===== src/rtl/beamformer_n.sv =====
// Pipelined NN-channel signed dot product (multipliers + registered adder tree) with an optional LSB drop.
// Build option: define BF_ROUND_EN to round half up before the LSB drop instead of flooring.
module beamformer_n #(
  parameter int unsigned NN           = 4,
  parameter int unsigned a_width      = 8,
  parameter int unsigned b_width      = 8,
  parameter int unsigned BFO_width    = 18,
  parameter int unsigned out_drop_lsb = 0
) (
  input  logic                        clk,
  input  logic                        resetn,
  input  logic                        we,
  input  logic [NN*a_width-1:0]       argsA,
  input  logic [NN*b_width-1:0]       argsB,
  output logic signed [BFO_width-1:0] bf_out
);

  localparam int unsigned LV = $clog2(NN);
  localparam int unsigned PW = a_width + b_width;
  localparam int unsigned W  = PW + LV;

  // Number of operands alive at a given tree level.
  function automatic int unsigned node_cnt(input int unsigned lvl);
    int unsigned c;
    c = NN;
    for (int unsigned j = 0; j < lvl; j++) begin
      c = (c + 1) / 2;
    end
    return c;
  endfunction

  // Level 0 holds the products; level k holds sums one bit wider than level k-1.
  for (genvar k = 0; k <= LV; k++) begin : g_lvl
    localparam int unsigned CW = PW + k;
    localparam int unsigned CN = node_cnt(k);

    logic signed [CW-1:0] node_d [CN];
    logic signed [CW-1:0] node_q [CN];

    if (k == 0) begin : g_mul
      for (genvar i = 0; i < CN; i++) begin : g_ch
        assign node_d[i] = CW'($signed(argsA[i*a_width +: a_width]))
                         * CW'($signed(argsB[i*b_width +: b_width]));
      end
    end else begin : g_add
      localparam int unsigned PN = node_cnt(k - 1);
      for (genvar i = 0; i < CN; i++) begin : g_node
        if (2*i + 1 < PN) begin : g_pair
          assign node_d[i] = CW'(g_lvl[k-1].node_q[2*i]) + CW'(g_lvl[k-1].node_q[2*i+1]);
        end else begin : g_pass
          // Odd leftover is re-registered so every path has the same depth.
          assign node_d[i] = CW'(g_lvl[k-1].node_q[2*i]);
        end
      end
    end

    always_ff @(posedge clk) begin
      if (!resetn) begin
        node_q <= '{default: '0};
      end else if (we) begin
        node_q <= node_d;
      end
    end
  end

  logic signed [W-1:0]         sum;
  logic signed [W:0]           pre;
  logic signed [BFO_width-1:0] bf_d;
  logic signed [BFO_width-1:0] bf_q;

  assign sum = g_lvl[LV].node_q[0];

`ifdef BF_ROUND_EN
  // Half an output LSB; zero when nothing is dropped.
  localparam logic signed [W:0] RND = ((W+1)'(1) << out_drop_lsb) >> 1;
  assign pre = (W+1)'(sum) + RND;
`else
  assign pre = (W+1)'(sum);
`endif

  // Arithmetic shift floors; the resize sign-extends or wraps to the output width.
  assign bf_d = BFO_width'(pre >>> out_drop_lsb);

  always_ff @(posedge clk) begin
    if (!resetn) begin
      bf_q <= '0;
    end else if (we) begin
      bf_q <= bf_d;
    end
  end

  assign bf_out = bf_q;

endmodule


===== config.mk =====
export PLATFORM = sky130hd
export DESIGN_NAME = beamformer_n
export DESIGN_NICKNAME = d
export VERILOG_FILES = /design/src/rtl/beamformer_n.sv
export SDC_FILE = /design/constraint.sdc
export NUM_CORES = 1
export LEC_CHECK = 0
export BUFFER_PORTS_ARGS = -buffer_cell sky130_fd_sc_hd__buf_2
export CAP_MARGIN = 20
export CORE_ASPECT_RATIO = 0.75
export CORE_MARGIN = 2
export CORE_UTILIZATION = 30
export CTS_CLUSTER_DIAMETER = 150
export CTS_CLUSTER_SIZE = 16
export DETAILED_ROUTE_END_ITERATION = 7
export SYNTH_ARGS = -nofsm -noshare
export SYNTH_HDL_FRONTEND = slang
export SYNTH_SLANG_ARGS = --single-unit

===== constraint.sdc =====
create_clock -name clk -period 4.4 [get_ports clk]
set_input_delay 0.22 -clock clk [delete_from_list [all_inputs] [get_ports clk]]
set_output_delay 0.22 -clock clk [all_outputs]
set_load 0.02 [all_outputs]

==> results.cfg <==
[min_path]
hp-class = input pin to flip-flop
hold_depth = 3
worstHoldEndpoint = g_lvl[0].node_q[48]$_SDFFE_PN0P_
min_from = argsA[0]

[final_layout]
regArea_um2 = 2680
fill_cells = 5624
n_antenna_cell = 0
multi_input_area_um2 = 12600
layout_commonest_cell = inv_1
syn2layout_area_growth_pct = 13.1
stdcell_count = 2694
final_net_count = 2414
drive_gt1_share_pct = 8.62
mostFrequentLayoutCells = inv_1 (326), fa_1 (223), ha_1 (165)

[timing]
finalSetupViolations = 0
rsz0062_at_grt = no
min_period_ns = 3.97
timing.fmax_mhz = 252
final-max-slew-violation-count = 0
worstMarginPinSlew_ns = 0.877
hold_violations = 0
period_share_pct = 90.1
finClkSkew_ns = 0.00658
maxSlewHeadroom_pct = 41.5

[synthesis]
synth_top_area_share_pct = 26.8
synthXorXnorAreaFrac_pct = 5.00
syn-num-nets = 2298
synthDistinctLibCells = 62
synth_top_family_by_area = adder cells
synth_ff_type = dfxtp_1
synthArstFlopShare_pct = 0
synth-simple-area-share_pct = 16.8
synthTopCellsByArea = fa_1 (27%), dfxtp_1 (16%), ha_1 (12%)
synth_compound_area_share_pct = 10.8
synthMuxAreaShare_pct = 3.64
synth_cells = 1843
synth.avg_cell_area_um2 = 9.02
synth.largest_area_cell = fa_1
synth_warnings = 0
yosysSeqAreaShare_pct = 16.1
syn_area_um2 = 16600
synth-edff-count = 0
synthAdderAreaFrac_pct = 39.3
yosys_register_bits = 134

[worst_setup_path]
slowest_delay_ns = 0.54
worstPathRequired_ns = 4.68
r2r_start = g_lvl[0].node_q[32]$_SDFFE_PN0P_
crit_family = adder cells
r2r_cells = 10
path_buf_inv = 5
critPathSlowestCell = fa_1
crit_path_end_kind = flip-flop
worst-path-max-fanout = 3
crit_type = input pin to flip-flop
r2r-end = g_lvl[1].node_q[33]$_SDFFE_PN0P_
crit_chain = buf_2, and2_1, fa_1, inv_1, fa_1, inv_1, fa_1, inv_1, fa_1, inv_1, ha_1, o21ai_0, o21bai_1, a21oi_1, a221o_1, a311oi_1, xnor2_1, a21oi_1
rrSetupSlack_ns = 1.33
worstPathArrival_ns = 4.25
startpoint_type = input pin

[job]
max_cap_viol_count = 0

[clocking]
clk_pin_slew_worst_paths_ns = 0.06
cts_made_buffers = 17
ctsResizeCount = 0
clock_latency_ns = 0.42
cts_buffer_depth = 2
root_buffer = clkbuf_16
tritoncts = yes
cts_sinks = 134
htreeDepth = 4
cts_hold_buf = 0
post_cts_buffers = 0

[placement]
gp_congestion = 0.901
post-dp-hpwl_mm = 31.6
place_inst = 2662
io_buffers = 84

[detailed_routing]
avgRoutedWirePerCell_um = 14.0
drc = 5
ant_nets = 0
drt_wl_total_mm = 37.7
vias = 12400
drtIter0Drc = 556
vias_per_cell = 4.61
firstDrtPassIters = 7

[die]
core_area_um2 = 54600
fp-row-count = 74
die-area_um2 = 57400
die_x_um = 276
die_h_um = 208
ios = 85
initial_core_util_pct = 30.4

[grt]
antenna_found_initial = 0
grt_pass1_wl_mm = 64.4
grt_use_total_pct = 13.7
grt_overflow = 0
first_global_vias = 13000
grt_max_degree = 62

[outcome]
failed_checks = design-rule violations
status = finished, violations left

[power]
power_w = 0.00946
ir_worst_vdd_uv = 285
leakage_nw = 9.02
p_per_area_nw_per_um2 = 503
==> registers in the layout, summed over array words and instances (netlist names) <==
signal        count
bf_d             18
g_lvl.node_q     98
bf_out           18
==> per-layer routing <==
layer / wire length (um) / GRT usage, % / share of wire, %
met5: 0 / 0 / 0
met3: 1130 / 1.70 / 3.0
met1: 19000 / 19.7 / 50
met4: 355 / 2.34 / 0.94
met2: 17200 / 22.1 / 46
==> metrics by stage <==
step / setup TNS, ns / util [%] / setup slack (ns) / hold slack, ns / instance area, um^2
global route: 0 / 34.4 / 0.201 / 0.196 / 18800
floorplan: 0 / - / 0.336 / 0.394 / 16600
detailed placement: -0.00439 / 33.2 / -0.00439 / 0.451 / 18200
global placement: 0 / 33.2 / 0.0648 / 0.440 / 18200
CTS: 0 / 34.4 / 0.435 / 0.170 / 18800
finish: 0 / 34.4 / 0.433 / 0.178 / 18800
==> how the worst max path moves through the flow <==
| stage | to | cells after the start | slack [ns] | start |
|---|---|---|---|---|
| 3_5_place_dp | g_lvl[0].node_q[31]$_SDFFE_PN0P_ | 18 | -0.004 | argsA[22] |
| 6_report | g_lvl[0].node_q[31]$_SDFFE_PN0P_ | 18 | 0.43 | argsA[21] |
| 2_1_floorplan | g_lvl[0].node_q[31]$_SDFFE_PN0P_ | 17 | 0.34 | argsA[21] |
| 4_1_cts | g_lvl[0].node_q[31]$_SDFFE_PN0P_ | 18 | 0.43 | argsA[22] |
| 3_3_place_gp | g_lvl[0].node_q[31]$_SDFFE_PN0P_ | 18 | 0.06 | argsA[21] |
| 5_1_grt | g_lvl[0].node_q[63]$_SDFFE_PN0P_ | 17 | 0.20 | argsB[7] |
==> worst min-delay path: stages <==
cell and delay [ns]:
buf_2 0.15, nand3_1 0.11, a21boi_0 0.08
==> cell type report <==
type                       count  share of cell area [%]
clock inverter                12                    1.07
clock buffer                  20                    2.38
sequential                   134                    14.3
multi-input combinational   1347                    66.8
timing repair buffer         131                    4.13
inverter                     328                    6.55
tap                          722                    4.80
==> cell families after synthesis <==
logic type | Yosys count
buffers and inverters | 362
adders and majority gates | 388
muxes | 60
and+or+nand+nor | 531
DFF | 134
AOI/OAI and AO/OA | 273
xor gates and xnor gates | 95
==> where the power goes <==
group / internal [W] / switching (W)
clock: 0.00102 / 0.000540
combinational: 0.00278 / 0.00344
sequential: 0.00148 / 0.000210
==> Yosys cell counts (51+ instances only) <==
library cell,count
inv_1,326
fa_1,223
ha_1,165
and2_1,162
nand2_1,157
dfxtp_1,134
nor2b_1,90
o21ai_0,79
xnor2_1,65
mux2i_1,56
a21oi_1,54
nor2_1,51
Note: power is estimated with default switching activity, not from simulation.
